$ cat src/rtl/calc_pkg.sv
// rtl/calc_pkg.sv - shared types and constants for the calculator display path
package calc_pkg;

  localparam int BIN_W       = 14;
  localparam int BCD_DIGITS  = 4;
  localparam int MAX_DISPLAY = 9999;
  localparam int SCRATCH_W   = 4 * (BCD_DIGITS + 1);
  localparam int CNT_W       = 4;

  typedef logic [3:0] bcd_digit_t;

  typedef enum logic [1:0] {
    IDLE,
    SHIFT,
    DONE
  } bin2bcd_state_t;

  // Elaboration-time decimal to packed BCD, used for the saturation pattern.
  function automatic logic [4*BCD_DIGITS-1:0] to_bcd(input int unsigned v);
    logic [4*BCD_DIGITS-1:0] r;
    int unsigned t;
    r = '0;
    t = v;
    for (int i = 0; i < BCD_DIGITS; i++) begin
      r[4*i +: 4] = 4'(t % 10);
      t = t / 10;
    end
    return r;
  endfunction

  localparam logic [4*BCD_DIGITS-1:0] MAX_BCD = to_bcd(MAX_DISPLAY);

endpackage

$ cat src/rtl/bin2bcd_seq_if.sv
// rtl/bin2bcd_seq_if.sv - request/result bundle between calculator core and BCD converter
interface bin2bcd_seq_if;
  import calc_pkg::*;

  logic             start;
  logic [BIN_W-1:0] bin_i;
  logic             busy;
  logic             done;
  bcd_digit_t       digit_0;
  bcd_digit_t       digit_1;
  bcd_digit_t       digit_2;
  bcd_digit_t       digit_3;
  logic             overflow;

  modport master (
    output start, bin_i,
    input  busy, done, digit_0, digit_1, digit_2, digit_3, overflow
  );

  modport slave (
    input  start, bin_i,
    output busy, done, digit_0, digit_1, digit_2, digit_3, overflow
  );

endinterface

$ cat src/rtl/bcd_add3.sv
// rtl/bcd_add3.sv - double-dabble correction cell: add 3 when the nibble is 5 or more
module bcd_add3
  import calc_pkg::*;
(
  input  bcd_digit_t nibble_i,
  output bcd_digit_t nibble_o
);

  assign nibble_o = (nibble_i >= 4'd5) ? nibble_i + 4'd3 : nibble_i;

endmodule

$ cat src/rtl/bin2bcd_seq.sv
// rtl/bin2bcd_seq.sv - sequential 14-bit binary to 4-digit BCD converter, one bit per clock
module bin2bcd_seq
  import calc_pkg::*;
#(
  parameter bit SATURATE = 1'b1
) (
  input  logic          clk,
  input  logic          reset,
  bin2bcd_seq_if.slave  bus
);

  bin2bcd_state_t            state_q, state_d;
  logic [BIN_W-1:0]          bin_q, bin_d;
  logic [SCRATCH_W-1:0]      scratch_q, scratch_d;
  logic [CNT_W-1:0]          cnt_q, cnt_d;
  logic [4*BCD_DIGITS-1:0]   digits_q, digits_d;
  logic                      ovf_q, ovf_d;
  logic                      done_q, done_d;
  logic [SCRATCH_W-1:0]      adj;
  logic                      ovf_now;

  // Correction is applied to every nibble of the current scratch before the shift.
  for (genvar g = 0; g < BCD_DIGITS + 1; g++) begin : g_add3
    bcd_add3 u_add3 (
      .nibble_i (scratch_q[4*g +: 4]),
      .nibble_o (adj[4*g +: 4])
    );
  end

  assign ovf_now = |scratch_q[SCRATCH_W-1 -: 4];

  always_comb begin
    state_d   = state_q;
    bin_d     = bin_q;
    scratch_d = scratch_q;
    cnt_d     = cnt_q;
    digits_d  = digits_q;
    ovf_d     = ovf_q;
    done_d    = 1'b0;
    case (state_q)
      IDLE: begin
        if (bus.start) begin
          state_d   = SHIFT;
          bin_d     = bus.bin_i;
          scratch_d = '0;
          cnt_d     = '0;
        end
      end
      SHIFT: begin
        scratch_d = SCRATCH_W'({adj, bin_q[BIN_W-1]});
        bin_d     = {bin_q[BIN_W-2:0], 1'b0};
        cnt_d     = cnt_q + 4'd1;
        if (cnt_q == CNT_W'(BIN_W - 1)) begin
          state_d = DONE;
        end
      end
      DONE: begin
        ovf_d    = ovf_now;
        digits_d = (SATURATE && ovf_now) ? MAX_BCD : scratch_q[4*BCD_DIGITS-1:0];
        done_d   = 1'b1;
        state_d  = IDLE;
      end
      default: state_d = IDLE;
    endcase
  end

  always_ff @(posedge clk or negedge reset) begin
    if (!reset) begin
      state_q   <= IDLE;
      bin_q     <= '0;
      scratch_q <= '0;
      cnt_q     <= '0;
      digits_q  <= '0;
      ovf_q     <= 1'b0;
      done_q    <= 1'b0;
    end else begin
      state_q   <= state_d;
      bin_q     <= bin_d;
      scratch_q <= scratch_d;
      cnt_q     <= cnt_d;
      digits_q  <= digits_d;
      ovf_q     <= ovf_d;
      done_q    <= done_d;
    end
  end

  assign bus.busy     = (state_q != IDLE);
  assign bus.done     = done_q;
  assign bus.overflow = ovf_q;
  assign bus.digit_0  = digits_q[3:0];
  assign bus.digit_1  = digits_q[7:4];
  assign bus.digit_2  = digits_q[11:8];
  assign bus.digit_3  = digits_q[15:12];

endmodule

$ cat src/flat_wrapper.sv
// flat-port wrapper written by rule: the top's interface ports become plain ports
module bin2bcd_seq_flat import calc_pkg::*;
#(
  parameter bit SATURATE = 1'b1
)
  (clk, reset, bus_start, bus_bin_i, bus_busy, bus_done, bus_digit_0, bus_digit_1, bus_digit_2, bus_digit_3, bus_overflow);
  bin2bcd_seq_if bus_i ();
  input  logic clk;
  input  logic reset;
  input wire logic [$bits(bus_i.start)-1:0] bus_start;
  input wire logic [$bits(bus_i.bin_i)-1:0] bus_bin_i;
  output wire logic [$bits(bus_i.busy)-1:0] bus_busy;
  output wire logic [$bits(bus_i.done)-1:0] bus_done;
  output wire logic [$bits(bus_i.digit_0)-1:0] bus_digit_0;
  output wire logic [$bits(bus_i.digit_1)-1:0] bus_digit_1;
  output wire logic [$bits(bus_i.digit_2)-1:0] bus_digit_2;
  output wire logic [$bits(bus_i.digit_3)-1:0] bus_digit_3;
  output wire logic [$bits(bus_i.overflow)-1:0] bus_overflow;
  assign bus_i.start = bus_start;
  assign bus_i.bin_i = bus_bin_i;
  assign bus_busy = bus_i.busy;
  assign bus_done = bus_i.done;
  assign bus_digit_0 = bus_i.digit_0;
  assign bus_digit_1 = bus_i.digit_1;
  assign bus_digit_2 = bus_i.digit_2;
  assign bus_digit_3 = bus_i.digit_3;
  assign bus_overflow = bus_i.overflow;
  bin2bcd_seq #(.SATURATE(SATURATE)) u_core (.clk(clk), .reset(reset), .bus(bus_i));
endmodule
$ cat config.mk
export PLATFORM = sky130hd
export DESIGN_NAME = bin2bcd_seq_flat
export DESIGN_NICKNAME = d
export VERILOG_FILES = /design/src/rtl/calc_pkg.sv /design/src/rtl/bin2bcd_seq_if.sv /design/src/rtl/bcd_add3.sv /design/src/rtl/bin2bcd_seq.sv /design/src/flat_wrapper.sv
export SDC_FILE = /design/constraint.sdc
export NUM_CORES = 1
export LEC_CHECK = 0
export ABC_AREA = 1
export CORE_ASPECT_RATIO = 0.8
export CORE_MARGIN = 5
export CORE_UTILIZATION = 46
export CTS_CLUSTER_DIAMETER = 60
export DETAILED_ROUTE_END_ITERATION = 7
export GPL_TIMING_DRIVEN = 0
export PLACE_DENSITY = 0.68
export SETUP_SLACK_MARGIN = 0.05
export SLEW_MARGIN = 20
export SYNTH_ARGS = -nofsm -noshare
export SYNTH_HDL_FRONTEND = slang
export SYNTH_SLANG_ARGS = --single-unit
$ cat constraint.sdc
create_clock -name clk -period 3.6 [get_ports clk]
set_input_delay 0.54 -clock clk [delete_from_list [all_inputs] [get_ports clk]]
set_output_delay 0.54 -clock clk [all_outputs]
set_load 0.01 [all_outputs]
==> flow_summary.json, run 1 <==
{
  "tns_ps": 0,
  "clock-sinks": 58,
  "drtIter0Drc": 151,
  "cp-startpoint": "u_core.state_q[0]",
  "via_count": 2339,
  "setup_violations": 0,
  "antenna_found_initial": 0,
  "clock.fmax_mhz": 509.7,
  "arrival_ps": 1420,
  "rsz0062_at_grt": "no",
  "initial_utilization": 0.4747,
  "grt_pass1_vias": 2342,
  "cts_setup_buffers": 0,
  "r2r_slack_ps": 2190,
  "dp.final_hpwl_um": 4434,
  "cts_tree": "built",
  "reg2reg_to": "u_core.digits_q[4]",
  "path_class": "flip-flop to output port",
  "timing.final.hold_violations": 0,
  "pin_count": 36,
  "grt_max_degree": 36,
  "endpoint_kind": "output port",
  "post-place-ws_ps": 1783,
  "drc_errors": 0,
  "maxSlewViolCount": 0,
  "synth.distinct_cells": 22,
  "grt_use_total": 0.1771,
  "core_um2": 5912,
  "tightest_slew_ps": 330.4,
  "finalPower_mw": 2.881,
  "grt-ovfl-total": 0,
  "status": "complete, no violations",
  "wl_um": 6320,
  "clock_skew_ps": 4.925,
  "postSynthNetCount": 368,
  "post-route-min-period_ps": 1962,
  "diodes": 0,
  "r2r_cells": 4,
  "grt_pass1_wl_um": 10810,
  "n_fill_cell": 527,
  "syn_inst": 338,
  "leakagePower_nw": 1.721,
  "slew_headroom": 0.7797,
  "synth_top_flop_cell": "dfrtp_1",
  "hp-class": "primary input to async pin",
  "gp_congestion": 0.8666,
  "yosys-top-cells-area": "dfrtp_1 52%, nand2_1 15%, nand3_1 6.8%",
  "cts_resized": 0,
  "setup_ws_ps": 1638,
  "synth_top_area_cell": "dfrtp_1",
  "insertion_delay_ps": 330,
  "synth_seq_cells": 58,
  "drive_gt1_frac": 0.07772,
  "crit_fanout": 5,
  "die_y_um": 79.86,
  "synthesis.area_um2": 2806,
  "syn2layout_area_growth_pct": 22.60,
  "numCtsBuffers": 9,
  "maxCapViolations": 0,
  "synth_edf_count": 0,
  "cts-htree-levels": 3,
  "cp-start-kind": "flip-flop",
  "synth_warnings": 0,
  "fin_crit_sh": 0.5450,
  "peakVddDrop_v": 0.0003398,
  "cp_data_required_time_ps": 3060,
  "async_flop_share": 1.000,
  "reg2reg_from": "u_core.state_q[0]",
  "avgSynthCellArea_um2": 8.303,
  "yosysSeqAreaShare": 0.5172,
  "clockBufferDepth": 2,
  "nets": 415,
  "portBuffers": 35,
  "yosysTopAreaCellShare": 0.5172,
  "drtAntennaViolNets": 0,
  "viasPerCell": 5.009,
  "dieArea_um2": 7773,
  "clockRootBuffer": "clkbuf_8",
  "routedWlPerCell_um": 13.53,
  "first_pass_iters": 4,
  "dieWidth_um": 97.33,
  "hold_buffers": 0,
  "path_clk_slew_ps": 60,
  "placementRows": 25,
  "power-per-cell-area_nw_per_um2": 837.4
}
power by group:
part | switching, mW | internal, mW | total (mW) | leakage (nW)
sequential | 0.195 | 0.918 | 1.11 | 0.724
clock | 0.232 | 0.291 | 0.523 | 0.0863
combinational | 0.725 | 0.521 | 1.25 | 0.910
how the worst max path moves through the flow:
stage / endpoint / slack, ps / cells past startpoint
6_report: bus_busy / 1640 / 3
3_5_place_dp: u_core.bin_q[8] / 1780 / 6
4_1_cts: bus_busy / 1620 / 3
2_1_floorplan: u_core.bin_q[10] / 2450 / 6
5_1_grt: bus_busy / 1550 / 3
3_3_place_gp: u_core.bin_q[2] / 110 / 1
cell type report:
class	count	area (µm²)	area share
buffer	8	60.06	0.01745
sequential	58	1451	0.4218
timing repair buffer	36	367.9	0.1069
clock buffer	12	165.2	0.04800
tap	81	101.3	0.02945
inverter	34	127.6	0.03709
multi-input combinational	238	1167	0.3393
Yosys cell counts (all sizes together) (3+ instances only):
cell type,count
nand2,113
nand3,39
inv,34
nand4,11
a21oi,10
dfrtp,58
ha,13
o21ai,22
buf,8
o22ai,3
nor2,20
o21bai,4
cells by family (layout without fill, tap and decap cells):
logic type,count (synthesis),after routing,share of synthesized area
simple gates,185,185,0.2804
flops,58,58,0.5172
buf+inv,42,90,0.06687
compound gates,39,39,0.07446
fa+ha+maj,13,13,0.05796
xor+xnor,1,1,0.003121
worst max-delay path, stage by stage (launching register included):
cell and delay (ps):
dfrtp_1 440, nor2_1 70, inv_1 60, clkdlybuf4s50_1 530
placed cells by master, fill, tap and decap left out:
| cell type | instances |
|---|---|
| o22ai_1 | 3 |
| nor4_1 | 1 |
| clkdlybuf4s50_1 | 34 |
| xnor2_1 | 1 |
| o21ai_1 | 2 |
| ha_1 | 13 |
| nand3_2 | 1 |
| inv_1 | 30 |
| buf_6 | 2 |
| o21bai_1 | 4 |
| nor3_1 | 1 |
| nand3_1 | 38 |
| a21oi_1 | 10 |
| o21ai_0 | 20 |
| nand2_2 | 2 |
| nor2_1 | 19 |
| nand2_1 | 111 |
| inv_2 | 4 |
| nand4_1 | 11 |
| dfrtp_1 | 58 |
| clkbuf_8 | 12 |
| buf_12 | 1 |
| buf_2 | 3 |
| nor2_2 | 1 |
| buf_4 | 4 |
flip-flops by register name (all words and copies together), names as in the netlist:
signal and count:
u_core.scratch_q 20, u_core.digits_q 16, u_core.bin_q 14, u_core.cnt_q 4, u_core.state_q 2, u_core.bus.done 1, u_core.bus.overflow 1
layer usage:
metal / vias to the layer above / global-route usage / share of wire
met1: 1098 / 0.2299 / 0.48
met4: 0 / 0.08852 / 0.014
met5: - / 0 / 0
met3: 10 / 0.05240 / 0.043
met2: 38 / 0.2713 / 0.46
li1: 1193 / - / -
metrics by stage:
step	hold slack [ps]	cell area, µm²	std cells	util
floorplan	244.4	2806	338	-
global placement	456.4	3258	454	0.5511
detailed placement	461.1	3276	455	0.5541
CTS	101.8	3441	467	0.5820
global route	107.8	3441	467	0.5820
finish	106.2	3441	467	0.5820
Note: power is estimated with default switching activity, not from simulation.
==> run 2, diff against run 1 <==
==> constraint.sdc (replaced) <==
create_clock -name clk -period 1.85 [get_ports clk]
set_input_delay 0.2775 -clock clk [delete_from_list [all_inputs] [get_ports clk]]
set_output_delay 0.2775 -clock clk [all_outputs]
set_load 0.01 [all_outputs]
==> flow_summary.json, run 2 (synthesis gave the netlist of run 1 again) <==
{
  "routedWlPerCell_um": 13.47,
  "setup_ws_ps": 152.4,
  "cp_data_required_time_ps": 1570,
  "cp_cell_sequence": "nor2_1 > inv_1 > clkdlybuf4s50_1",
  "mostFrequentLayoutCells": "111 x nand2_1, 58 x dfrtp_1, 38 x nand3_1",
  "pin_count": 36,
  "insertion_delay_ps": 330,
  "fin_crit_sh": 0.9176,
  "cp_slowest_cell": "clkdlybuf4s50_1",
  "maxSlewViolCount": 0,
  "r2r_cells": 4,
  "drc_errors": 0,
  "stdcell_area_um2": 3451,
  "path_class": "flip-flop to output port",
  "largest_reg_flops": 20,
  "core_um2": 5912,
  "crit_fanout": 5,
  "leakagePower_nw": 1.725,
  "r2r_slack_ps": 450,
  "nets": 416,
  "clock_skew_ps": 6.530,
  "clockRootBuffer": "clkbuf_8",
  "initial_utilization": 0.4747,
  "antenna_found_initial": 0,
  "final_common_cell": "nand2_1",
  "rsz0062_at_grt": "no",
  "timing.final.hold_violations": 0,
  "whs_ps": 409.5,
  "cts_resized": 0,
  "setup_violations": 0,
  "tightest_slew_ps": 328.3,
  "power-per-cell-area_nw_per_um2": 1624,
  "diodes": 0,
  "first_pass_iters": 4,
  "reg2reg_to": "u_core.digits_q[4]",
  "die_y_um": 79.86,
  "multi_input_area_um2": 1167,
  "critPathBufInv": 2,
  "peakVddDrop_v": 0.0006605,
  "largestRegisters": "u_core.scratch_q (20), u_core.digits_q (16), u_core.bin_q (14)",
  "grt-ovfl-total": 0,
  "grt_pass1_wl_um": 10810,
  "syn2layout_area_growth_pct": 22.96,
  "dieArea_um2": 7773,
  "clockBufferDepth": 2,
  "drtAntennaViolNets": 0,
  "regMostFlops": "u_core.scratch_q",
  "wl_um": 6302,
  "endpoint_kind": "output port",
  "final_cells": 468,
  "via_count": 2361,
  "hp-class": "primary input to async pin",
  "dp.cells": 455,
  "regArea_um2": 1451,
  "path_clk_slew_ps": 60,
  "cts_tree": "built",
  "slew_headroom": 0.7811,
  "grt_use_total": 0.1771,
  "dp.final_hpwl_um": 4434,
  "clock.fmax_mhz": 589.1,
  "post-place-ws_ps": 295.1,
  "dieWidth_um": 97.33,
  "post-route-min-period_ps": 1698,
  "arrival_ps": 1420,
  "drtIter0Drc": 138,
  "cp-start-kind": "flip-flop",
  "cts_setup_buffers": 0,
  "drive_gt1_frac": 0.07752,
  "viasPerCell": 5.045,
  "clock-sinks": 58,
  "cpLargestDelayFamily": "buffers and inverters",
  "cts-htree-levels": 3,
  "gp_congestion": 0.8666,
  "reg2reg_from": "u_core.state_q[0]",
  "cpPeakStageDelay_ps": 530,
  "grt_max_degree": 36,
  "finalPower_mw": 5.605,
  "numCtsBuffers": 9,
  "status": "complete, no violations",
  "maxCapViolations": 0,
  "placementRows": 25,
  "portBuffers": 35,
  "n_fill_cell": 526,
  "placed_area_um2": 3276,
  "grt_pass1_vias": 2347
}
==> run 2: cell types whose count changed in the layout (fill, tap and decap cells not counted) <==
cell | previous run | this run
dlygate4sd3_1 | 0 | 1
==> run 2: layer usage <==
metal,global-route usage,vias up,part of all wire
met2,0.2713,43,0.46
li1,-,1193,-
met4,0.08852,0,0.014
met1,0.2294,1115,0.48
met5,0,-,0
met3,0.05328,10,0.043
==> run 2: where the power goes <==
group | internal, mW | switching [mW] | total [mW]
registers | 1.79 | 0.379 | 2.17
clock network | 0.566 | 0.452 | 1.02
logic | 1.01 | 1.41 | 2.42
total | 3.37 | 2.24 | 5.60
==> run 2: worst max-delay path by stage <==
stage,start,to,slack [ps],cells after the start
detailed placement,bus_start,u_core.bin_q[8],300,6
CTS,u_core.state_q[0],bus_busy,130,3
global route,u_core.state_q[0],bus_busy,60,3
finish,u_core.state_q[0],bus_busy,150,3
floorplan,u_core.scratch_q[8],u_core.scratch_q[12],710,7
global placement,reset,u_core.bin_q[2],-1370,1
==> run 2: per-stage QoR <==
stage	setup TNS [ps]	utilization
6_report	0	0.5837
5_1_grt	0	0.5837
4_1_cts	0	0.5837
3_5_place_dp	0	0.5541
3_3_place_gp	-79530	0.5511
2_1_floorplan	0	-
==> run 2: area by class of cell <==
cell class / instances / share of cell area
Clock buffer: 12 / 0.04786
Timing Repair Buffer: 37 / 0.1095
Multi-Input combinational cell: 238 / 0.3383
Buffer: 8 / 0.01740
Inverter: 34 / 0.03698
Sequential cell: 58 / 0.4206
Tap cell: 81 / 0.02937
==> run 2: worst reg2reg max path: stages (launching register included) <==
cell	delay, ps
dfrtp_1	440
nor2_1	270
nand3_2	240
inv_2	240
a21oi_1	90
==> run 2: timing repair <==
action                     4_1_cts  5_1_grt
hold buffers                     1        0
hold endpoints to repair        23        0
setup endpoints to repair        0        0
==> run 3, diff against run 2 <==
--- a/config.mk
+++ b/config.mk
@@ -5,14 +5,13 @@
 export SDC_FILE = /design/constraint.sdc
 export NUM_CORES = 1
 export LEC_CHECK = 0
-export ABC_AREA = 1
 export CORE_ASPECT_RATIO = 0.8
 export CORE_MARGIN = 5
-export CORE_UTILIZATION = 46
+export CORE_UTILIZATION = 55
 export CTS_CLUSTER_DIAMETER = 60
 export DETAILED_ROUTE_END_ITERATION = 7
 export GPL_TIMING_DRIVEN = 0
-export PLACE_DENSITY = 0.68
+export PLACE_DENSITY = 0.8
 export SETUP_SLACK_MARGIN = 0.05
 export SLEW_MARGIN = 20
 export SYNTH_ARGS = -nofsm -noshare
==> flow_summary.json, run 3 <==
{
  "status": "finished, violations left",
  "violations": "hold timing",
  "hp-class": "primary input to async pin",
  "grt_pass1_vias": 2245,
  "core_um2": 4950,
  "gp_congestion": 0.8147,
  "wl_um": 6044,
  "timing.final.hold_violations": 13,
  "dieWidth_um": 89.38,
  "drive_gt1_frac": 0.1087,
  "n_fill_cell": 372,
  "placementRows": 23,
  "first_pass_iters": 5,
  "path_class": "flip-flop to output port",
  "cp-start-kind": "flip-flop",
  "synth.distinct_cells": 33,
  "stdcell_area_um2": 3381,
  "p_sw_mw": 1.952,
  "yosys-top-cells-area": "dfrtp_1 52%, ha_1 5.9%, nand2_1 4.5%",
  "drc_errors": 0,
  "arrival_ps": 1460,
  "hold_buffers": 0,
  "reg2reg_from": "u_core.state_q[0]",
  "fin_util": 0.6830,
  "grt-ovfl-total": 0,
  "antenna_found_initial": 0,
  "setup_ws_ps": 108.5,
  "cts_tree": "built",
  "synth_seq_cells": 58,
  "synthesis.area_um2": 2773,
  "initial_utilization": 0.5602,
  "tightest_slew_ps": 719.8,
  "mostFrequentLayoutCells": "58 x dfrtp_1, 33 x nand2_1, 33 x clkdlybuf4s50_1",
  "tns_ps": 0,
  "final_common_cell": "dfrtp_1",
  "die_y_um": 73.51,
  "routedWlPerCell_um": 15.74,
  "path_clk_slew_ps": 70,
  "dieArea_um2": 6570,
  "cp-startpoint": "u_core.state_q[1]",
  "grt_use_total": 0.2119,
  "drtAntennaViolNets": 0,
  "internal_power_mw": 3.209,
  "setup_violations": 0,
  "synth_warnings": 0,
  "avgSynthCellArea_um2": 10.23,
  "syn_inst": 271,
  "numCtsBuffers": 9,
  "endpoint_kind": "output port",
  "maxSlewViolCount": 0,
  "cp_data_required_time_ps": 1570,
  "power-per-cell-area_nw_per_um2": 1527,
  "postSynthNetCount": 301,
  "async_flop_share": 1.000,
  "crit_fanout": 10,
  "grt_pass1_wl_um": 10520,
  "yosysTopAreaCellShare": 0.5235,
  "whs_ps": -10.80,
  "clock.fmax_mhz": 574.2,
  "leakagePower_nw": 1.493,
  "rsz0062_at_grt": "no",
  "synthTopCellsByCount": "58 x dfrtp_1, 33 x nand2_1, 22 x inv_1",
  "yosysSeqAreaShare": 0.5235,
  "sequentialPowerShare": 0.393,
  "synth_edf_count": 0,
  "insertion_delay_ps": 340,
  "via_count": 2218,
  "power.share.clock": 0.197,
  "clockRootBuffer": "clkbuf_8",
  "clock_skew_ps": 9.044,
  "maxCapViolations": 0,
  "p_comb_frac": 0.411,
  "diodes": 0,
  "clock-sinks": 58,
  "grt_max_degree": 59,
  "largest_reg_flops": 20,
  "fin_crit_sh": 0.9414,
  "drtIter0Drc": 155,
  "slew_headroom": 0.5202,
  "viasPerCell": 5.776,
  "largestRegisters": "u_core.scratch_q (20), u_core.digits_q (16), u_core.bin_q (14)",
  "nets": 347,
  "switching_share": 0.3781,
  "placed_area_um2": 3198,
  "synth_top_area_cell": "dfrtp_1",
  "clockBufferDepth": 2,
  "post-place-ws_ps": 25.69,
  "peakVddDrop_v": 0.0007926,
  "regMostFlops": "u_core.scratch_q",
  "cts-htree-levels": 3,
  "syn2layout_area_growth_pct": 21.93,
  "yosysMostFrequentCell": "dfrtp_1",
  "pin_count": 36,
  "post-route-min-period_ps": 1742,
  "dp.final_hpwl_um": 4186,
  "synth_top_flop_cell": "dfrtp_1",
  "r2r_cells": 5,
  "portBuffers": 35
}
==> run 3: worst paths after layout <==
kind                                        to  slack, ps
min reg2reg                 u_core.digits_q[6]        480
max                                   bus_busy        110
min                            u_core.bin_q[3]        -10
min in group clk            u_core.digits_q[6]        480
max in group asynchronous      u_core.bin_q[9]       1370
max reg2reg                u_core.scratch_q[6]        290
==> run 3: cell families after synthesis <==
| logic type | share of synthesized area |
|---|---|
| XOR/XNOR | 0.01263 |
| flip-flops | 0.5235 |
| AO/OA/AOI/OAI | 0.2410 |
| buffers and inverters | 0.06047 |
| multiplexers | 0.008122 |
| AND/OR/NAND/NOR | 0.09567 |
| adder cells (fa/ha/maj) | 0.05867 |
==> run 3: final cells by class <==
cell class,count,area [µm²],share of cell area
Clock buffer,11,141.4,0.04182
Multi-Input combinational cell,174,1154,0.3412
Clock inverter,5,30.03,0.008882
Sequential cell,58,1451,0.4293
Timing Repair Buffer,36,354.1,0.1047
Buffer,15,86.33,0.02554
Inverter,23,86.33,0.02554
Tap cell,62,77.57,0.02295
==> run 3: power by group through the flow <==
stage               clock network (mW)  logic, mW  registers, mW
CTS                               1.03       2.13           2.02
global route                      1.10       2.38           2.09
global placement                     0       2.03           2.02
detailed placement                   0       2.11           2.04
floorplan                            0       1.46           2.02
finish                            1.01       2.12           2.03
==> run 3: metal layers <==
| metal | global-route usage | share of wire | up-vias |
|---|---|---|---|
| met3 | 0.06502 | 0.058 | 5 |
| met1 | 0.2825 | 0.46 | 1100 |
| met4 | 0.06942 | 0.010 | 0 |
| met5 | 0 | 0 | - |
| met2 | 0.3312 | 0.47 | 49 |
| li1 | - | - | 1064 |
==> run 3: stage by stage <==
| step | power [mW] | cells | hold slack, ps |
|---|---|---|---|
| 6_report | 5.161 | 384 | -10.80 |
| 5_1_grt | 5.577 | 384 | 54.75 |
| 4_1_cts | 5.180 | 384 | 19.84 |
| 3_5_place_dp | 4.152 | 368 | 389.6 |
| 3_3_place_gp | 4.050 | 368 | 461.3 |
| 2_1_floorplan | 3.475 | 271 | -18.09 |
==> run 3: timing repair <==
action                                  4_1_cts  5_1_grt
gates resized for setup                       2        2
cloned                                        0        0
endpoints found under the setup margin        1        1
buffers inserted                              1        0
==> run 3: critical path, stage by stage (launching register included) <==
cell           delay [ps]
dfrtp_1               410
buf_6                 150
or2_2                 280
dlygate4sd2_1         280
